### src/rtl/mc_ctrl_if.sv
// Bus between the multi-cycle controller and the MIPS datapath: decoded
// instruction fields and flags in, phase-gated write enables and status out.
interface mc_ctrl_if #(
  parameter int CNT_W = 32
);
  logic [5:0]       Op;
  logic [5:0]       Funct;
  logic             Zero;
  logic             mem_rdy;
  logic             PCWrite;
  logic             IRWrite;
  logic             RegWrite;
  logic [1:0]       MemWrite;
  logic             MemReq;
  logic             IorD;
  logic [1:0]       NPCOp;
  logic [2:0]       state;
  logic             illegal;
  logic [CNT_W-1:0] instret;

  modport master (
    output Op, Funct, Zero, mem_rdy,
    input  PCWrite, IRWrite, RegWrite, MemWrite, MemReq, IorD, NPCOp,
           state, illegal, instret
  );

  modport slave (
    input  Op, Funct, Zero, mem_rdy,
    output PCWrite, IRWrite, RegWrite, MemWrite, MemReq, IorD, NPCOp,
           state, illegal, instret
  );
endinterface

### src/rtl/mc_ctrl.sv
// FETCH/DECODE/EXEC/MEM/WB sequencer gating the datapath write enables.
// Optional macro MC_WAIT_EN: honour mem_rdy wait states in FETCH and MEM.
module mc_ctrl #(
  parameter int CNT_W = 32
) (
  input  logic       clk,
  input  logic       rst,
  mc_ctrl_if.slave   bus
);
  typedef enum logic [2:0] {
    S_FETCH  = 3'd0,
    S_DECODE = 3'd1,
    S_EXEC   = 3'd2,
    S_MEM    = 3'd3,
    S_WB     = 3'd4
  } state_t;

  typedef enum logic [2:0] {
    C_ALU, C_LOAD, C_STORE, C_BRANCH, C_JUMP, C_LINK, C_ILL
  } iclass_t;

  state_t           r_state;
  state_t           w_next;
  logic [CNT_W-1:0] r_instret;
  iclass_t          w_class;
  logic [1:0]       w_stype;
  logic             w_is_bne;
  logic             w_taken;
  logic             w_rdy;
  logic             w_retire;
  logic             w_pcwrite, w_irwrite, w_regwrite, w_memreq, w_iord, w_illegal;
  logic [1:0]       w_memwrite, w_npcop;

`ifdef MC_WAIT_EN
  assign w_rdy = bus.mem_rdy;
`else
  // Port kept for a uniform interface; every access completes in one cycle.
  logic w_unused_mem_rdy;
  assign w_unused_mem_rdy = bus.mem_rdy;
  assign w_rdy = 1'b1;
`endif

  always_comb begin
    w_class  = C_ILL;
    w_stype  = 2'b00;
    w_is_bne = 1'b0;
    case (bus.Op)
      6'b000000: begin
        case (bus.Funct)
          6'b100000, 6'b100001, 6'b100010, 6'b100011,
          6'b100100, 6'b100101, 6'b100111, 6'b100110,
          6'b101010, 6'b101011, 6'b000000, 6'b000010,
          6'b000011, 6'b000100, 6'b000110, 6'b000111: w_class = C_ALU;
          default:                                    w_class = C_ILL;
        endcase
      end
      6'b001000, 6'b001101, 6'b001100, 6'b001010, 6'b001111: w_class = C_ALU;
      6'b100011, 6'b100000, 6'b100001, 6'b100100, 6'b100101: w_class = C_LOAD;
      6'b101011: begin w_class = C_STORE; w_stype = 2'b01; end
      6'b101000: begin w_class = C_STORE; w_stype = 2'b10; end
      6'b101001: begin w_class = C_STORE; w_stype = 2'b11; end
      6'b000100: w_class = C_BRANCH;
      6'b000101: begin w_class = C_BRANCH; w_is_bne = 1'b1; end
      6'b000010: w_class = C_JUMP;
      6'b000011: w_class = C_LINK;
      default:   w_class = C_ILL;
    endcase
  end

  assign w_taken = w_is_bne ? ~bus.Zero : bus.Zero;

  always_comb begin
    w_next     = r_state;
    w_pcwrite  = 1'b0;
    w_irwrite  = 1'b0;
    w_regwrite = 1'b0;
    w_memwrite = 2'b00;
    w_memreq   = 1'b0;
    w_iord     = 1'b0;
    w_npcop    = 2'b00;
    w_illegal  = 1'b0;
    w_retire   = 1'b0;
    case (r_state)
      S_FETCH: begin
        w_memreq = 1'b1;
        if (w_rdy) begin
          w_irwrite = 1'b1;
          w_pcwrite = 1'b1;
          w_next    = S_DECODE;
        end
      end
      S_DECODE: begin
        case (w_class)
          C_JUMP: begin
            w_pcwrite = 1'b1;
            w_npcop   = 2'b10;
            w_retire  = 1'b1;
            w_next    = S_FETCH;
          end
          C_LINK: begin
            w_pcwrite = 1'b1;
            w_npcop   = 2'b10;
            w_next    = S_WB;
          end
          C_ILL: begin
            w_illegal = 1'b1;
            w_next    = S_FETCH;
          end
          default: w_next = S_EXEC;
        endcase
      end
      S_EXEC: begin
        case (w_class)
          C_BRANCH: begin
            w_pcwrite = w_taken;
            w_npcop   = w_taken ? 2'b01 : 2'b00;
            w_retire  = 1'b1;
            w_next    = S_FETCH;
          end
          C_LOAD, C_STORE: w_next = S_MEM;
          default:         w_next = S_WB;
        endcase
      end
      S_MEM: begin
        w_memreq   = 1'b1;
        w_iord     = 1'b1;
        w_memwrite = (w_class == C_STORE) ? w_stype : 2'b00;
        if (w_rdy) begin
          w_retire = (w_class == C_STORE);
          w_next   = (w_class == C_STORE) ? S_FETCH : S_WB;
        end
      end
      S_WB: begin
        w_regwrite = 1'b1;
        w_retire   = 1'b1;
        w_next     = S_FETCH;
      end
      default: w_next = S_FETCH;
    endcase
    // Reset overrides memory handshakes and flags: nothing commits this cycle.
    if (rst) begin
      w_next     = S_FETCH;
      w_pcwrite  = 1'b0;
      w_irwrite  = 1'b0;
      w_regwrite = 1'b0;
      w_memwrite = 2'b00;
      w_memreq   = 1'b0;
      w_iord     = 1'b0;
      w_npcop    = 2'b00;
      w_illegal  = 1'b0;
      w_retire   = 1'b0;
    end
  end

  always_ff @(posedge clk) begin
    if (rst) begin
      r_state   <= S_FETCH;
      r_instret <= '0;
    end else begin
      r_state <= w_next;
      if (w_retire) r_instret <= r_instret + 1'b1;
    end
  end

  assign bus.PCWrite  = w_pcwrite;
  assign bus.IRWrite  = w_irwrite;
  assign bus.RegWrite = w_regwrite;
  assign bus.MemWrite = w_memwrite;
  assign bus.MemReq   = w_memreq;
  assign bus.IorD     = w_iord;
  assign bus.NPCOp    = w_npcop;
  assign bus.state    = r_state;
  assign bus.illegal  = w_illegal;
  assign bus.instret  = r_instret;
endmodule

### src/flat_wrapper.sv
// flat-port wrapper written by rule: the top's interface ports become plain ports
module mc_ctrl_flat 
#(
  parameter int CNT_W = 32
)
  (clk, rst, bus_Op, bus_Funct, bus_Zero, bus_mem_rdy, bus_PCWrite, bus_IRWrite, bus_RegWrite, bus_MemWrite, bus_MemReq, bus_IorD, bus_NPCOp, bus_state, bus_illegal, bus_instret);
  mc_ctrl_if #(.CNT_W(CNT_W)) bus_i ();
  input  logic clk;
  input  logic rst;
  input wire logic [$bits(bus_i.Op)-1:0] bus_Op;
  input wire logic [$bits(bus_i.Funct)-1:0] bus_Funct;
  input wire logic [$bits(bus_i.Zero)-1:0] bus_Zero;
  input wire logic [$bits(bus_i.mem_rdy)-1:0] bus_mem_rdy;
  output wire logic [$bits(bus_i.PCWrite)-1:0] bus_PCWrite;
  output wire logic [$bits(bus_i.IRWrite)-1:0] bus_IRWrite;
  output wire logic [$bits(bus_i.RegWrite)-1:0] bus_RegWrite;
  output wire logic [$bits(bus_i.MemWrite)-1:0] bus_MemWrite;
  output wire logic [$bits(bus_i.MemReq)-1:0] bus_MemReq;
  output wire logic [$bits(bus_i.IorD)-1:0] bus_IorD;
  output wire logic [$bits(bus_i.NPCOp)-1:0] bus_NPCOp;
  output wire logic [$bits(bus_i.state)-1:0] bus_state;
  output wire logic [$bits(bus_i.illegal)-1:0] bus_illegal;
  output wire logic [$bits(bus_i.instret)-1:0] bus_instret;
  assign bus_i.Op = bus_Op;
  assign bus_i.Funct = bus_Funct;
  assign bus_i.Zero = bus_Zero;
  assign bus_i.mem_rdy = bus_mem_rdy;
  assign bus_PCWrite = bus_i.PCWrite;
  assign bus_IRWrite = bus_i.IRWrite;
  assign bus_RegWrite = bus_i.RegWrite;
  assign bus_MemWrite = bus_i.MemWrite;
  assign bus_MemReq = bus_i.MemReq;
  assign bus_IorD = bus_i.IorD;
  assign bus_NPCOp = bus_i.NPCOp;
  assign bus_state = bus_i.state;
  assign bus_illegal = bus_i.illegal;
  assign bus_instret = bus_i.instret;
  mc_ctrl #(.CNT_W(CNT_W)) u_core (.clk(clk), .rst(rst), .bus(bus_i));
endmodule
### config.mk
export PLATFORM = sky130hd
export DESIGN_NAME = mc_ctrl_flat
export DESIGN_NICKNAME = d
export VERILOG_FILES = /design/src/rtl/mc_ctrl_if.sv /design/src/rtl/mc_ctrl.sv /design/src/flat_wrapper.sv
export SDC_FILE = /design/constraint.sdc
export NUM_CORES = 1
export LEC_CHECK = 0
export CAP_MARGIN = 20
export CORE_ASPECT_RATIO = 0.7
export CORE_UTILIZATION = 35
export CTS_BUF_LIST = sky130_fd_sc_hd__clkbuf_16
export CTS_CLUSTER_DIAMETER = 50
export CTS_CLUSTER_SIZE = 30
export DETAILED_ROUTE_END_ITERATION = 8
export PLACE_DENSITY = 0.69
export SETUP_SLACK_MARGIN = 0.15
export SLEW_MARGIN = 0
export SYNTH_ARGS = -nofsm -noshare
export SYNTH_HDL_FRONTEND = slang
export SYNTH_SLANG_ARGS = --single-unit
export TNS_END_PERCENT = 100
### constraint.sdc
create_clock -name clk -period 2.6 [get_ports clk]
set_clock_uncertainty 0.1 [all_clocks]
set_input_delay 0.39 -clock clk [delete_from_list [all_inputs] [get_ports clk]]
set_output_delay 0.39 -clock clk [all_outputs]
set_load 0.01 [all_outputs]
==> results of run 1 <==
-- worst max-delay path by stage --
stage,end,slack [ns],from
2_1_floorplan,u_core.bus.instret[24]$_SDFFE_PP0P_,0.39,bus_Op[5]
5_1_grt,bus_PCWrite,0.15,bus_Op[0]
6_report,bus_PCWrite,0.21,bus_Op[0]
3_5_place_dp,bus_PCWrite,-0.27,bus_Op[3]
4_1_cts,bus_PCWrite,0.06,rst
3_3_place_gp,bus_PCWrite,-0.23,bus_Op[3]
-- sequential cells by signal (all words and copies together), names as in the netlist --
signal,flops
u_core.bus.instret,32
u_core.bus.state,3
-- power by group --
group / switching, mW / internal, mW / leakage, nW
registers: 0.00769 / 0.540 / 0.283
logic: 0.0606 / 0.0646 / 0.721
clock network: 0.214 / 0.344 / 0.0701
total: 0.282 / 0.949 / 1.07
-- cell type report --
| class | instances | area (um2) | share of cell area [%] |
|---|---|---|---|
| Clock buffer | 5 | 125 | 3.87 |
| Clock inverter | 3 | 11.3 | 0.349 |
| Inverter | 9 | 33.8 | 1.05 |
| Multi-Input combinational cell | 192 | 1400 | 43.3 |
| Sequential cell | 35 | 704 | 21.8 |
| Tap cell | 75 | 93.8 | 2.90 |
| Timing Repair Buffer | 94 | 863 | 26.7 |
-- stage by stage --
step                      setup slack (ns)  power, mW
after floorplan                      0.393      0.611
after global placement              -0.228      0.673
after detailed placement            -0.274      0.675
after CTS                           0.0553       1.24
after global routing                 0.153       1.27
final                                0.212       1.23
-- cell usage after synthesis (2+ instances only) --
library cell	count
nor2_1	40
dfxtp_1	35
xnor2_1	29
nand2_1	16
a21oi_1	14
nand3_1	13
a2111oi_2	12
inv_1	9
nand4_1	9
a211oi_1	8
clkbuf_1	8
nor2b_1	6
o21ai_0	6
and3_1	4
buf_6	4
nand2b_1	4
a21boi_0	3
nor4_1	3
nor4b_1	3
a21o_1	2
and4_1	2
buf_1	2
buf_2	2
-- per-layer routing --
layer / share of wire, % / vias to the layer above
met5: 0 / -
met4: 0.82 / 0
met3: 5.6 / 5
met2: 45 / 55
met1: 49 / 1011
li1: - / 1073
-- what timing repair did --
action                     CTS  global route
setup buffers               12             0
gates resized for setup     20            13
hold buffers                 0             0
cloned                       0             0
setup endpoints to repair   15            30
pin swaps                    7             3
-- cell families (layout without fill, tap and decap cells) --
family / after synthesis / in the layout
simple gates: 108 / 108
compound gates: 51 / 51
flops: 35 / 35
xor+xnor: 29 / 29
buf+inv: 25 / 111
mux: 3 / 3
fa+ha+maj: 1 / 1
-- tightest hold or removal path, cell delays in order (launching register included) --
cell and delay [ns]:
dfxtp_1 0.36, xnor2_1 0.08, nor2_1 0.07
-- layout by cell type (no fill, tap or decap), types with 3 or more instances in the layout --
cell type	netlist	routed
dfxtp_1	35	32
nor2_1	40	39
dlymetal6s2s_1	0	4
a21boi_0	3	3
dlygate4sd2_1	0	5
inv_1	9	10
buf_6	4	3
a21oi_1	14	14
and3_1	4	4
clkbuf_16	0	5
buf_4	0	32
nand2b_1	4	3
dfxtp_2	0	3
nand3_1	13	13
nor2b_1	6	6
a2111oi_4	0	5
clkdlybuf4s50_1	0	49
nand2_1	16	15
a2111oi_2	12	7
nand4_1	9	9
a211oi_1	8	8
xnor2_1	29	29
o21ai_0	6	6
==> summary.md, run 1 <==
| Metric | Value |
|---|---|
| Status | `complete, no violations` |
| Worst EP arrival | `1.90 ns` |
| FILL cells | `519` |
| Fin crit share | `91.9%` |
| Critical path's top delay family | `buffers and inverters` |
| Actual slew at the worst max-slew pin | `0.515 ns` |
| Synth Area in Compound Gates | `20.6%` |
| DRC viols | `0` |
| DIE AREA | `6380 um2` |
| DRT iter0 DRCs | `94` |
| Placed instance area | `2890 um2` |
| Final worst path period need | `2.39 ns` |
| Worst reg2reg endpoint | `u_core.bus.instret[31]$_SDFFE_PP0P_` |
| Met1 GRT Util | `24.6%` |
| Critical Path RT | `2.11 ns` |
| Nets | `354` |
| Initial Utilization | `36.7%` |
| Largest net degree at the start of global routing | `36` |
| Initial antenna violation count | `0` |
| Worst hold endpoint | `u_core.bus.instret[5]$_SDFFE_PP0P_` |
| Routability cong. | `0.830` |
| Synth top area share | `33.0%` |
| Post-synthesis simple-gate area fraction | `26.3%` |
| Crit-path slowest cell | `clkdlybuf4s50_1` |
| Die Y | `67.1 um` |
| CP Depth | `6` |
| Synth top area cells | `dfxtp_1 (33%), xnor2_1 (12%), a2111oi_2 (8.5%)` |
| Area Overhead vs Synth | `52.3%` |
| Vias in the first global route | `2023` |
| DP Cell Count | `393` |
| Finished Layout Cells | `413` |
| Ys async rst share | `0%` |
| GR Util met2 | `31.5%` |
| Pwr dens | `381 nW/um2` |
| Slew HR | `65.6%` |
| Ant diodes | `0` |
| Worst-path clk slew | `0.05 ns` |
| Number of buffers added on ports | `59` |
| Post-synth EDFFs | `0` |
| Final Hold Fails | `0` |
| TritonCTS clock tree | `yes` |
| Root buf cell | `clkbuf_16` |
| Clk sinks | `35` |
| Largest area contributor in the netlist | `dfxtp_1` |
| Layout cells sized above 1 | `20.1%` |
| Crit Path Class | `primary input to output pin` |
| Adder-cell share of the synthesized area | `0.590%` |
| Number of synthesized register bits | `35` |
| RSZ-0062 raised after global routing | `false` |
| Worst-path fanout max | `6` |
| XOR/XNOR Fraction of Synth Area | `12.0%` |
| FF-to-FF Start | `u_core.bus.instret[7]$_SDFFE_PP0P_` |
| Worst hold path cell count | `2` |
| Via density per instance | `5.19` |
| Cell area after synthesis | `2120 um2` |
| DRT antenna net count | `0` |
| Drt first pass iters | `4` |
| GRT Total Usage | `18.9%` |
| Wirelength per Cell | `13.6 um` |
| Worst min-delay path class | `register to register` |
| H-tree Lvls | `2` |
| Reg2reg setup slack | `0.40 ns` |
| Syn Inst Count | `252` |
| Final setup viols | `0` |
| Clk Latency, worst-skew pair | `0.28 ns` |
| Worst reg2reg path depth | `5` |
| Ys Warns | `0` |
| Worst-path cell chain | `clkdlybuf4s50_1 > buf_4 > xnor2_1 > nor4_2 > or3_1 > dlygate4sd2_1` |
| Die width | `95.0 um` |
| Crit. End Element | `output pin` |
| Core area | `5780 um2` |
| Max incr delay on CP | `0.41 ns` |
| Syn nets | `269` |
| Count of cell types in the netlist | `41` |
| # rows | `23` |
| Kind of start point of the critical path | `primary input` |
| Total Wirelength | `5.61 mm` |
| Util after Layout | `55.9%` |
| Leak Pwr | `1.07 nW` |
| First-pass GRT wire length | `9.42 mm` |
| CTS Buffer Depth | `2` |
| Grt ovf | `0` |
| TNS Setup | `0 ns` |
| Commonest register cell after synthesis | `dfxtp_1` |
| Hold_sp | `u_core.bus.instret[5]$_SDFFE_PP0P_` |
| Cts bufs inserted | `5` |
| Average cell area after synthesis | `8.42 um2` |
| Max Cap Violations | `0` |
| Top Usage Layer GRT | `met2` |
| Met3 GRT Util | `5.02%` |
| Max VDD drop | `0.242 mV` |
| DR vias | `2144` |
| Sequential share of the synthesized area | `33.0%` |
| Hold_ws | `0.443 ns` |
| Ports | `61` |
| Post-route cell area | `3230 um2` |
| Slew Viols, Final | `0` |
| Buf/Inv on CP | `3` |
| Largest family of logic cells by synthesized area | `simple AND/OR/NAND/NOR gates` |
| Fmax | `0.419 GHz` |
| Hpwl dp | `4.01 mm` |
| Mux cell area share after synthesis | `1.53%` |
No activity file was read; power rests on OpenSTA's default activity.
==> run 2: changes to the inputs <==
Settings changed: CORE_UTILIZATION 35 to 48, PLACE_DENSITY 0.69 to 0.88.
==> run 2 against run 1 <==
  * Cell count is 6.3% lower
  * Hold slack gained 0.0087 ns
  * Cell area up 1.5%
  * Maximum frequency fell by 2.7%
  * Setup slack got worse by 0.067 ns
  * First-iteration DRC count up 110%
  * Register-to-register slack lost 0.26 ns
  * Non-clock buffer count down 3
  * Sequential share of layout area fell by 0.32 points
  * Total power is 1.6% higher
  * Clock power up 2%
  * Core utilization up 25 points
  * Critical path type is now register to register
  * Largest cell class unchanged
==> summary.md, run 2 (synthesis results as in run 1) <==
| Metric | Value |
|---|---|
| Status | `complete, no violations` |
| Root buf cell | `clkbuf_16` |
| Switch share | `24.0%` |
| Commonest non-fill, non-tap cells in the layout | `clkdlybuf4s50_1 (48), nor2_1 (39), dfxtp_1 (32)` |
| Kind of start point of the critical path | `register` |
| Slew Viols, Final | `0` |
| Fmax | `0.407 GHz` |
| Worst hold endpoint | `u_core.bus.instret[22]$_SDFFE_PP0P_` |
| TritonCTS clock tree | `yes` |
| Clk Latency, worst-skew pair | `0.28 ns` |
| Combinational Power Share | `10.7%` |
| Power Internal | `0.950 mW` |
| DR vias | `2346` |
| DR top layer | `met4` |
| Leak Pwr | `1.05 nW` |
| Initial Utilization | `52.2%` |
| Layout cells sized above 1 | `21.5%` |
| Wirelength per Cell | `18.4 um` |
| Hpwl dp | `4.09 mm` |
| Max incr delay on CP | `0.47 ns` |
| Total Wirelength | `7.14 mm` |
| Worst-path clk slew | `0.05 ns` |
| DRC viols | `0` |
| Max VDD drop | `0.361 mV` |
| Worst EP arrival | `2.53 ns` |
| Area Overhead vs Synth | `54.6%` |
| Final worst path period need | `2.46 ns` |
| Worst reg2reg path depth | `5` |
| Max Cap Violations | `0` |
| Worst-path cell chain | `and4_1 > and3_1 > nand2_1 > nor4b_2 > mux2_2` |
| Routability cong. | `0.881` |
| Ant diodes | `0` |
| Core area | `4070 um2` |
| Tot Pwr | `1.25 mW` |
| Worst min-delay path class | `register to register` |
| Vias in the first global route | `2099` |
| Grt ovf | `0` |
| Final setup viols | `0` |
| DRT iter0 DRCs | `200` |
| Initial antenna violation count | `0` |
| Slew HR | `56.7%` |
| Ports | `61` |
| Hold_sp | `u_core.bus.instret[22]$_SDFFE_PP0P_` |
| DRT antenna net count | `0` |
| Cts bufs inserted | `5` |
| Clock share of power | `45.5%` |
| DIE AREA | `4690 um2` |
| Max reg flops | `32` |
| H-tree Lvls | `2` |
| Via density per instance | `6.06` |
| Metal3 WL | `533 um` |
| Util after Layout | `80.7%` |
| Flop pwr share | `43.8%` |
| Met2 wire length | `3.39 mm` |
| GRT Total Usage | `30.0%` |
| Drt first pass iters | `5` |
| Critical Path RT | `2.67 ns` |
| Final Hold Fails | `0` |
| Sw Pwr | `0.300 mW` |
| Largest net degree at the start of global routing | `23` |
| Die Y | `57.6 um` |
| Placed instance area | `2890 um2` |
| Post-route cell area | `3280 um2` |
| RSZ-0062 raised after global routing | `true` |
| Fin crit share | `94.4%` |
| Worst reg2reg endpoint | `u_core.bus.instret[31]$_SDFFE_PP0P_` |
| Reg2reg setup slack | `0.14 ns` |
| Most common cell after layout, fill and taps aside | `clkdlybuf4s50_1` |
| Routed metal-1 wire length | `2.95 mm` |
| Actual slew at the worst max-slew pin | `0.647 ns` |
| Crit-path slowest cell | `nor4b_2` |
| Crit. End Element | `register` |
| First-pass GRT wire length | `10.5 mm` |
| Crit Path Class | `register to register` |
| Clk sinks | `35` |
| # rows | `19` |
| Die width | `81.4 um` |
| Worst hold path cell count | `2` |
| Pwr dens | `381 nW/um2` |
| CTS Buffer Depth | `2` |
| Number of buffers added on ports | `59` |
| Hold_ws | `0.451 ns` |
| FF-to-FF Start | `u_core.bus.instret[7]$_SDFFE_PP0P_` |
| Worst-path fanout max | `7` |
| Nets | `351` |
run 2: final cells by class:
| class | count | area (um2) |
|---|---|---|
| clock buffers | 5 | 125 |
| clock inverters | 3 | 11.3 |
| fillers | 229 | 786 |
| inverters | 9 | 33.8 |
| multi-input cells | 192 | 1500 |
| flip-flops and latches | 35 | 704 |
| well taps | 52 | 65.1 |
| repair buffers | 91 | 840 |
run 2: critical path, delay by kind of cell, from the launching register on:
| kind | cells | cell delay [ns] |
|---|---|---|
| flip-flops | 1 | 0.42 |
| multiplexers | 1 | 0.38 |
| AND/OR/NAND/NOR | 4 | 1.45 |
run 2: worst max-delay path by stage:
stage / from / to / slack, ns / cells after the start
global route: u_core.bus.instret[7]$_SDFFE_PP0P_ / u_core.bus.instret[31]$_SDFFE_PP0P_ / 0.008 / 5
detailed placement: bus_Op[2] / bus_illegal / -0.32 / 7
finish: u_core.bus.instret[7]$_SDFFE_PP0P_ / u_core.bus.instret[31]$_SDFFE_PP0P_ / 0.14 / 5
floorplan: bus_Op[5] / u_core.bus.instret[24]$_SDFFE_PP0P_ / 0.39 / 8
CTS: bus_Op[0] / bus_illegal / 0.09 / 7
global placement: bus_Op[3] / bus_PCWrite / -0.24 / 6
run 2: power by group through the flow:
| stage | Clock, mW | Combinational [mW] | Sequential (mW) |
|---|---|---|---|
| floorplan | 0 | 0.0565 | 0.555 |
| global placement | 0 | 0.117 | 0.557 |
| detailed placement | 0 | 0.121 | 0.557 |
| CTS | 0.556 | 0.121 | 0.546 |
| global route | 0.595 | 0.143 | 0.548 |
| finish | 0.569 | 0.134 | 0.547 |
run 2: through the flow:
step,setup WS (ns),setup TNS (ns),cells
2_1_floorplan,0.393,0,252
3_3_place_gp,-0.240,-3.75,375
3_5_place_dp,-0.320,-5.67,375
4_1_cts,0.0880,0,385
5_1_grt,0.00767,0,387
6_report,0.145,0,387
run 2: layer usage:
| layer | vias up | track usage (%) |
|---|---|---|
| met4 | 0 | 15.1 |
| met3 | 38 | 7.40 |
| met2 | 131 | 46.7 |
| met1 | 1114 | 38.7 |
| li1 | 1063 | - |
| met5 | - | 0 |
run 2: what timing repair did:
action,4_1_cts,5_1_grt
endpoints found under the hold margin,0,0
resized for setup,26,22
hold buffers,0,0
setup endpoints to repair,26,30
pin swaps,4,2
buffers inserted,2,2
==> run 3: changes to the inputs <==
Settings changed: CAP_MARGIN 20 to default.
==> results of run 3 <==
Same layout as run 2: the final DEF is identical, and so are final timing and power.
